**src/rtl/regwr_pkg.sv**
```systemverilog
// regwr_pkg: shared types and widths for the register-file write arbiter.
//   grant_src_e : encoding of the grant_src output (none / ALU / MC / UART)
//   rr_side_e   : which of MC / UART wins the next MC-vs-UART collision
package regwr_pkg;

  localparam int REG_ADDR_W = 5;
  localparam int DATA_W     = 32;

  typedef enum logic [1:0] {
    SRC_NONE = 2'd0,
    SRC_ALU  = 2'd1,
    SRC_MC   = 2'd2,
    SRC_UART = 2'd3
  } grant_src_e;

  typedef enum logic {
    RR_MC   = 1'b0,
    RR_UART = 1'b1
  } rr_side_e;

endpackage

```
**src/rtl/regwr_scoreboard.sv**
```systemverilog
// regwr_scoreboard: busy bit per architectural register, set when a
// multicycle op is issued to it and cleared when its result is written back.
// Ports:
//   clk, reset          clock, synchronous active-high reset
//   issue_en, issue_rd  MC op issued this cycle and its destination
//   clr_en, clr_rd      MC result accepted this cycle and its destination
//   rs, rt              issue-stage source registers
//   hazard              busy[rs] | busy[rt] | (issue_en & busy[issue_rd])
module regwr_scoreboard
  import regwr_pkg::*;
#(
  parameter int REG_NUM = 32
) (
  input  logic                  clk,
  input  logic                  reset,
  input  logic                  issue_en,
  input  logic [REG_ADDR_W-1:0] issue_rd,
  input  logic                  clr_en,
  input  logic [REG_ADDR_W-1:0] clr_rd,
  input  logic [REG_ADDR_W-1:0] rs,
  input  logic [REG_ADDR_W-1:0] rt,
  output logic                  hazard
);

  logic [REG_NUM-1:0] busy_q;
  logic [REG_NUM-1:0] busy_d;

  always_comb begin
    busy_d = busy_q;
    hazard = 1'b0;
    for (int i = 1; i < REG_NUM; i++) begin
      // Clear first, then set, so a same-cycle issue to a retiring register
      // leaves it busy for the new op.
      if (clr_en && clr_rd == REG_ADDR_W'(i)) busy_d[i] = 1'b0;
      if (issue_en && issue_rd == REG_ADDR_W'(i)) busy_d[i] = 1'b1;
      if (busy_q[i] && (rs == REG_ADDR_W'(i) || rt == REG_ADDR_W'(i) ||
                        (issue_en && issue_rd == REG_ADDR_W'(i))))
        hazard = 1'b1;
    end
    busy_d[0] = 1'b0;  // r0 is hardwired zero and never waits on anything
  end

  always_ff @(posedge clk) begin
    if (reset) busy_q <= '0;
    else       busy_q <= busy_d;
  end

endmodule

```
**src/rtl/regfile_write_arbiter.sv**
```systemverilog
// regfile_write_arbiter: owns the single integer register-file write port.
// ALU writeback always wins; MC and UART share the remaining cycles
// round-robin. Write-port outputs are registered (RF write lands one cycle
// after acceptance). A starvation counter throttles the ALU via alu_stall
// when MC/UART have been denied STARVE_LIMIT consecutive cycles.
// Ports:
//   clk, reset                         clock, synchronous active-high reset
//   alu_we/alu_rw/alu_data             ALU writeback (no backpressure)
//   mc_issue/mc_issue_rd               MC op issue (marks rd busy)
//   mc_valid/mc_ready/mc_rw/mc_data    MC result handshake
//   uart_valid/uart_ready/uart_rw/...  UART loader handshake
//   rs, rt, hazard                     issue-stage busy check
//   alu_stall                          ALU must hold writeback next cycle
//   rf_we/rf_rw/rf_wdata/grant_src     registered write port and its source
// Optional feature (macro REGWR_BYPASS_EN): byp_hit1, byp_hit2, byp_data let
// the read mux forward the write that is landing this cycle.
module regfile_write_arbiter
  import regwr_pkg::*;
#(
  parameter int REG_NUM      = 32,
  parameter int STARVE_LIMIT = 8
) (
  input  logic                  clk,
  input  logic                  reset,
  input  logic                  alu_we,
  input  logic [REG_ADDR_W-1:0] alu_rw,
  input  logic [DATA_W-1:0]     alu_data,
  input  logic                  mc_issue,
  input  logic [REG_ADDR_W-1:0] mc_issue_rd,
  input  logic                  mc_valid,
  output logic                  mc_ready,
  input  logic [REG_ADDR_W-1:0] mc_rw,
  input  logic [DATA_W-1:0]     mc_data,
  input  logic                  uart_valid,
  output logic                  uart_ready,
  input  logic [REG_ADDR_W-1:0] uart_rw,
  input  logic [DATA_W-1:0]     uart_data,
  input  logic [REG_ADDR_W-1:0] rs,
  input  logic [REG_ADDR_W-1:0] rt,
  output logic                  hazard,
  output logic                  alu_stall,
  output logic                  rf_we,
  output logic [REG_ADDR_W-1:0] rf_rw,
  output logic [DATA_W-1:0]     rf_wdata,
  output logic [1:0]            grant_src
`ifdef REGWR_BYPASS_EN
  ,
  output logic                  byp_hit1,
  output logic                  byp_hit2,
  output logic [DATA_W-1:0]     byp_data
`endif
);

  localparam int CNT_W = 8;
  localparam logic [CNT_W-1:0] LIMIT = CNT_W'(STARVE_LIMIT);

  logic                  mc_grant;
  logic                  uart_grant;
  rr_side_e              rr_q, rr_d;
  logic [CNT_W-1:0]      starve_q, starve_d;
  logic                  alu_stall_q, alu_stall_d;
  logic                  rf_we_q, rf_we_d;
  logic [REG_ADDR_W-1:0] rf_rw_q, rf_rw_d;
  logic [DATA_W-1:0]     rf_wdata_q, rf_wdata_d;
  grant_src_e            grant_src_q, grant_src_d;

  // MC/UART arbitration. Readies are held low during reset so that no
  // requester sees an acceptance that the reset is about to discard.
  always_comb begin
    mc_grant   = 1'b0;
    uart_grant = 1'b0;
    rr_d       = rr_q;
    if (!reset && !alu_we) begin
      if (mc_valid && uart_valid) begin
        // Pointer only moves on a real collision.
        if (rr_q == RR_MC) begin
          mc_grant = 1'b1;
          rr_d     = RR_UART;
        end else begin
          uart_grant = 1'b1;
          rr_d       = RR_MC;
        end
      end else begin
        mc_grant   = mc_valid;
        uart_grant = uart_valid;
      end
    end
  end

  assign mc_ready   = mc_grant;
  assign uart_ready = uart_grant;

  // Next write-port contents.
  always_comb begin
    grant_src_d = SRC_NONE;
    rf_rw_d     = '0;
    rf_wdata_d  = '0;
    if (alu_we) begin
      grant_src_d = SRC_ALU;
      rf_rw_d     = alu_rw;
      rf_wdata_d  = alu_data;
    end else if (mc_grant) begin
      grant_src_d = SRC_MC;
      rf_rw_d     = mc_rw;
      rf_wdata_d  = mc_data;
    end else if (uart_grant) begin
      grant_src_d = SRC_UART;
      rf_rw_d     = uart_rw;
      rf_wdata_d  = uart_data;
    end
    // Writes to r0 complete the handshake but never reach the array.
    rf_we_d = (grant_src_d != SRC_NONE) && (rf_rw_d != '0);
  end

  // Starvation tracking; alu_stall mirrors "counter at limit" once registered.
  always_comb begin
    starve_d = starve_q;
    if (mc_grant || uart_grant)
      starve_d = '0;
    else if ((mc_valid || uart_valid) && alu_we && starve_q != LIMIT)
      starve_d = starve_q + 1'b1;
    alu_stall_d = (starve_d == LIMIT);
  end

  always_ff @(posedge clk) begin
    if (reset) begin
      rr_q        <= RR_MC;
      starve_q    <= '0;
      alu_stall_q <= 1'b0;
      rf_we_q     <= 1'b0;
      rf_rw_q     <= '0;
      rf_wdata_q  <= '0;
      grant_src_q <= SRC_NONE;
    end else begin
      rr_q        <= rr_d;
      starve_q    <= starve_d;
      alu_stall_q <= alu_stall_d;
      rf_we_q     <= rf_we_d;
      rf_rw_q     <= rf_rw_d;
      rf_wdata_q  <= rf_wdata_d;
      grant_src_q <= grant_src_d;
    end
  end

  assign alu_stall = alu_stall_q;
  assign rf_we     = rf_we_q;
  assign rf_rw     = rf_rw_q;
  assign rf_wdata  = rf_wdata_q;
  assign grant_src = grant_src_q;

  regwr_scoreboard #(
    .REG_NUM (REG_NUM)
  ) u_scoreboard (
    .clk      (clk),
    .reset    (reset),
    .issue_en (mc_issue),
    .issue_rd (mc_issue_rd),
    .clr_en   (mc_grant),
    .clr_rd   (mc_rw),
    .rs       (rs),
    .rt       (rt),
    .hazard   (hazard)
  );

`ifdef REGWR_BYPASS_EN
  assign byp_hit1 = rf_we_q && (rf_rw_q == rs) && (rf_rw_q != '0);
  assign byp_hit2 = rf_we_q && (rf_rw_q == rt) && (rf_rw_q != '0);
  assign byp_data = rf_wdata_q;
`endif

endmodule

```
**config.mk**
```make
export PLATFORM = sky130hd
export DESIGN_NAME = regfile_write_arbiter
export DESIGN_NICKNAME = d
export VERILOG_FILES = /design/src/rtl/regwr_pkg.sv /design/src/rtl/regwr_scoreboard.sv /design/src/rtl/regfile_write_arbiter.sv
export SDC_FILE = /design/constraint.sdc
export NUM_CORES = 1
export LEC_CHECK = 0
export ABC_AREA = 1
export CORE_MARGIN = 4
export CORE_UTILIZATION = 49
export DETAILED_ROUTE_END_ITERATION = 8
export PLACE_DENSITY = 0.87
export REMOVE_ABC_BUFFERS = 1
export SETUP_SLACK_MARGIN = 0.02
export SYNTH_ARGS = -nofsm -noshare
export SYNTH_HDL_FRONTEND = slang
export SYNTH_SLANG_ARGS = --single-unit
```
**constraint.sdc**
```tcl
create_clock -name clk -period 3.73 [get_ports clk]
set_input_delay 0.746 -clock clk [delete_from_list [all_inputs] [get_ports clk]]
set_output_delay 0.746 -clock clk [all_outputs]
set_load 0.005 [all_outputs]
```
; ---- After elaboration in Yosys (flattened, before gate mapping)
; Cells that the tools add are included.
[word_totals]
ff_bits = 81
input_bits = 132
output_inout_bits = 44
elab_cells = 473
[op_classes]
n_addsub = 1
n_eq_ne = 126
muxes = 110
reduce_logical = 198
[ops]
columns = op, n
row1 = $eq 5x5->1 const B, 64
row2 = $eq 5x4->1 const B, 32
row3 = $mux 1, 99
row4 = $logic_and 1x1->1, 98
row5 = $mux 32, 3
row6 = $eq 5x3->1 const B, 16
row7 = $logic_or 1x1->1, 64
row8 = $reduce_bool 2->1, 32
row9 = $eq 5x2->1 const B, 8
row10 = $eq 5x1->1 const B, 4
row11 = $mux 8, 2
row12 = $mux 5, 3
row13 = $add 8x1->8 const B, 1
row14 = $eq 8x4->1 const B, 1
row15 = $ne 8x4->1 const B, 1
row16 = $mux 2, 3
row17 = $reduce_bool 5->1, 1
row18 = $logic_not 1->1, 2
row19 = $reduce_and 2->1, 1

; ---- Longest topological paths before layout
[logic_depth]
word_depth = 35
depth_mapped = 12
depth_no_buf = 12

; ---- Hierarchy
; From an unflattened synthesis, not the netlist that was laid out.
[hier_totals]
hier_cells = 694
hier_area_um2 = 4523.1
[modules_own_cells]
columns = module, instances, cells_each, area_each_um2
row1 = regfile_write_arbiter, 1, 303, 2268.4
row2 = regwr_scoreboard, 1, 391, 2254.7

; ---- Worst setup path after synthesis
; No wires, ideal clock.
[synth_timing]
path_kind = input -> output
from = input rt[4]
to = output hazard
t_arrival_ps = 1599
required_ps = 2984
path_slack_ps = 1385
stages = 11
path_buffers = 2
cell_sequence = buf_4 -> inv_2 -> buf_2 -> nand3_1 -> nand3_1 -> nand2_1 -> nand2_1 -> nor2_1 -> nand2_1 -> nor2_1 -> nand2_1
[synth_between]
elab_chain_cells = 35
word_cells_on_any_way = 155
cone_classes = eq/ne (31) / mux (31) / reduce/logical (93)
[synth_lines]
columns = item, line
row1 = start: declaration, regfile_write_arbiter.sv:39  ; input logic [REG_ADDR_W-1:0] rt,
row2 = $eq 5x1->1, regwr_scoreboard.sv:36  ; if (busy_q[i] && (rs == REG_ADDR_W'(i) || rt == REG_ADDR_W'(i) ||
row3 = $logic_or 1x1->1 (2 in a row), regwr_scoreboard.sv:36
row4 = $logic_and 1x1->1, regwr_scoreboard.sv:36
row5 = $mux 1 (30 in a row), regwr_scoreboard.sv:36
row6 = $mux 1 (*), regwr_scoreboard.sv:36
row7 = end: declaration, regfile_write_arbiter.sv:40  ; output logic hazard,
; Every way passes the cells marked *; elsewhere a longest branch is shown, timed or not.

; ---- Worst setup path in the final report
[layout_timing]
from = input mc_issue_rd[0]
to = output hazard
[layout_between]
elab_chain_cells = 35
word_cells_on_any_way = 155
cone_classes = eq/ne (31) / mux (31) / reduce/logical (93)
[layout_lines]
columns = item, line
row1 = start: declaration, regfile_write_arbiter.sv:29  ; input logic [REG_ADDR_W-1:0] mc_issue_rd,
row2 = $eq 5x1->1, regwr_scoreboard.sv:37  ; (issue_en && issue_rd == REG_ADDR_W'(i))))
row3 = $logic_and 1x1->1, regwr_scoreboard.sv:37
row4 = $logic_or 1x1->1, regwr_scoreboard.sv:36
row5 = $logic_and 1x1->1, regwr_scoreboard.sv:36
row6 = $mux 1 (30 in a row), regwr_scoreboard.sv:36
row7 = $mux 1 (*), regwr_scoreboard.sv:36
; Marked as above.

==> out/summary.md <==
The region available for standard cell placement spans 9420 sq um. The share of cells above drive strength 1 is 6.14%, and the routed length per placed instance is 15.5 um. The tools report the arrival time at the worst endpoint as 2.73 ns. Chip height: 107 um. The run gives 51.8% as the met2 track demand over resource. In this run the critical register-to-register path is captured at u_scoreboard.busy_q[21]. In this run the tightest slew margin relative to its limit is 60.2%. Gates resized during post-CTS repair numbered 0.

The cell area after placement was 6760 sq um; the overall routing resource usage was 30.1%. The number of antenna violations at the first check in global routing is 0. The run gives 0 ns as the sum of negative setup slack. The maximum vdd drop is 0.199 mV. The logs give 1.60 ns for the slack of the worst reg-to-reg path and 2 for the number of buffers on the longest clock path. The nature of the critical path startpoint is an input pin. The cell count of the worst hold path is 2, and the placed wire-length estimate after detailed placement is 13.3 mm. The TritonCTS buffer count was 9. The final route contains 5783 vias. The tools report the aggregate global routing overflow as 0. Once detail routing completed, the nets flagged for antenna violations numbered 0.

The tools report the hold violation count in the final report as 0. The congestion estimate from routability-driven global placement came to 0.951. Setup repair after global routing left no endpoint under its margin.

Pin count of the biggest net entering global routing: 42. The wire length reported by the detailed router was 17.4 mm. The kind of path behind the tightest hold check is reg2reg. Based on the critical path, the design can be clocked at up to 287 MHz. By count the netlist is led by sky130_fd_sc_hd__nand2_1, sky130_fd_sc_hd__nand3_1, sky130_fd_sc_hd__inv_1.

The die area was 11500 sq um. Flip-flop cell with the highest count after synthesis: sky130_fd_sc_hd__dfxtp_1. Each instance of the synthesized netlist takes up on average 5.97 sq um. sky130_fd_sc_hd__dfxtp_1 takes more of the synthesized area than any other cell. The post-synthesis register bit count was 81; the combined area of all synthesized cells was 4810 sq um.

Summing all non-filler instances in the final layout gives an area of 6940 sq um. The minimum clock period was 3.48 ns. The cell at the root of the clock tree is sky130_fd_sc_hd__clkbuf_8.

The H-tree generated during clock tree synthesis spans 3 levels. The layout-stage area growth over the synthesis result came out at 44.2%. The count of flip-flops with a built-in enable after synthesis came out at 0.

The flow ran to the end, and the final reports show no timing, DRC or antenna violations. Busiest layer in global routing: met2. The width of the die came out at 107 um. The tools report the beginning of the worst hold path as u_scoreboard.busy_q[30]. Global routing used 11.6% of the available met3 tracks. TritonCTS built the clock tree. Post-CTS timing repair inserted 0 buffers for setup.

Dividing the detail-routed via count by the number of cells gives 5.15. The worst hold path terminates at u_scoreboard.busy_q[30]. Path depth of the worst reg2reg path: 9.

The tools report the number of global-route vias before repair as 5372. The area fraction of the dominant cell type after synthesis was 33.7%. The tools report the I/O pin total as 176. The logs give 807 for the number of instances in the synthesized netlist and 2.98 ns for the required time at the endpoint of the critical path. Number of placement rows: 35. The clock arrives with 0.00857 ns of skew. The ratio of total power to cell area came out at 287 nW/um^2.

For this configuration, the core starts out at a cell density of 51.1%. Setup violations remaining at the end of the flow were counted as 0. The final critical-path share of the clock period was 93.3%; the global-route wire length before repair was 27.1 mm.

The detailed router finished its first iteration with 450 violations. The leading cell type by number of instances after synthesis is sky130_fd_sc_hd__nand2_1. The kind of critical path is in2out.

The global routing met1 resource utilization is 34.3%, and the number of library cell types mapped by synthesis is 27. By area the synthesized netlist is led by sky130_fd_sc_hd__dfxtp_1, sky130_fd_sc_hd__nand2_1, sky130_fd_sc_hd__nand3_1. The tools report the number of pins with negative max-slew slack in the final report as 0. Share of the yosys chip area belonging to registers: 33.7%. The largest fanout on the critical path was 5. Total of max-cap violations: 0. The number of sinks driven by the clock tree is 81. The share of flip-flops with an asynchronous set or reset works out to 0%. The number of remaining DRC errors is 0, and the insertion delay to the later sink of the worst-skew pair is 0.34 ns. After clock tree synthesis, the clock-pin slew on the worst setup and hold paths is 0.08 ns. The transition time at the pin with the least slew margin is 0.596 ns, and the count of input and output buffers is 175.

The pre-antenna-repair detailed-routing pass consisted of 8 iterations. During synthesis, Yosys emitted a total of 0 warnings. The tools report the origin of the critical flop-to-flop path as rr_q.

Summed over all cells, the static leakage comes to 3.29 nW. After the last flow step, the layout net total stands at 1123. The tools report the type of element capturing the critical path as an output port. The number of hold-repair buffers added at the cts stage is 0. 0 antenna diodes ended up in the layout.
stage by stage:
stage	util (%)	hold WS [ns]	setup WS, ns	std cells	power (mW)
floorplan	-	0.433	1.39	776	1.08
global placement	71.7	0.447	0.272	1107	1.38
detailed placement	71.7	0.455	0.279	1107	1.38
CTS	73.7	0.468	0.274	1123	2.00
global route	73.7	0.485	0.0752	1123	2.08
finish	73.7	0.463	0.249	1123	1.99
layout by cell type, fill, tap and decap left out, types with 2 or more instances in the layout:
cell type / n
sky130_fd_sc_hd__nand3_2: 2
sky130_fd_sc_hd__dfxtp_1: 81
sky130_fd_sc_hd__nor3_1: 2
sky130_fd_sc_hd__clkbuf_8: 9
sky130_fd_sc_hd__o31ai_1: 11
sky130_fd_sc_hd__a21oi_1: 33
sky130_fd_sc_hd__clkbuf_1: 2
sky130_fd_sc_hd__buf_4: 26
sky130_fd_sc_hd__inv_2: 7
sky130_fd_sc_hd__ha_1: 2
sky130_fd_sc_hd__clkdlybuf4s50_1: 175
sky130_fd_sc_hd__inv_1: 95
sky130_fd_sc_hd__clkinv_2: 2
sky130_fd_sc_hd__nor2_1: 73
sky130_fd_sc_hd__o21ai_0: 6
sky130_fd_sc_hd__nor2_2: 4
sky130_fd_sc_hd__nand2_1: 282
sky130_fd_sc_hd__nand3_1: 157
sky130_fd_sc_hd__nor2_4: 3
sky130_fd_sc_hd__o21ai_1: 11
worst max-delay path, stage by stage:
cell and delay (ns):
sky130_fd_sc_hd__clkdlybuf4s50_1 0.55, sky130_fd_sc_hd__inv_1 0.10, sky130_fd_sc_hd__nor2_1 0.27, sky130_fd_sc_hd__nand3_1 0.16
sky130_fd_sc_hd__nand3_1 0.10, sky130_fd_sc_hd__nand2_1 0.05, sky130_fd_sc_hd__nand2_1 0.05, sky130_fd_sc_hd__nor2_1 0.05
sky130_fd_sc_hd__nand2_1 0.06, sky130_fd_sc_hd__nor2_1 0.04, sky130_fd_sc_hd__nand2_1 0.07, sky130_fd_sc_hd__clkdlybuf4s50_1 0.50
metal layers:
layer	share of wire, %	up-vias
met3	12	36
met4	2.6	0
li1	-	2905
met2	48	318
met5	0	-
met1	37	2524
how the worst max path moves through the flow:
stage                              start      to  slack, ns
after global placement    mc_issue_rd[3]  hazard       0.27
after floorplan                 mc_issue  hazard       1.39
final                     mc_issue_rd[0]  hazard       0.25
after CTS                 mc_issue_rd[3]  hazard       0.27
after global routing      mc_issue_rd[0]  hazard       0.08
after detailed placement  mc_issue_rd[3]  hazard       0.28
report_power, final:
group / switching [mW] / total (mW) / leakage, nW / internal [mW]
Sequential: 0.0106 / 0.907 / 0.662 / 0.897
Clock: 0.317 / 0.626 / 0.0933 / 0.309
Combinational: 0.219 / 0.457 / 2.54 / 0.239
area by class of cell:
| cell class | count | area [sq um] |
|---|---|---|
| flip-flops and latches | 81 | 1620 |
| clock buffers | 11 | 131 |
| fillers | 786 | 2470 |
| well taps | 129 | 161 |
| repair buffers | 202 | 1970 |
| clock inverters | 5 | 56.3 |
| inverters | 102 | 383 |
| multi-input cells | 593 | 2620 |
cells by family (layout without fill, tap and decap cells):
logic type                 after synthesis  count (layout)  share of synthesized area [%]
and+or+nand+nor                        526             526                           46.3
buffers and inverters                  133             320                           11.9
DFF                                     81              81                           33.7
AOI/OAI and AO/OA                       64              64                           7.51
adders and majority gates                2               2                          0.520
xor gates and xnor gates                 1               1                          0.182
registers in the layout, indices dropped and copies added (netlist names):
name and count:
alu_stall 1, grant_src 2, rf_rw 5, rf_wdata 32
rf_we 1, rr_q 1, starve_q 8, u_scoreboard.busy_q 31
(Power assumes the default switching activity.)
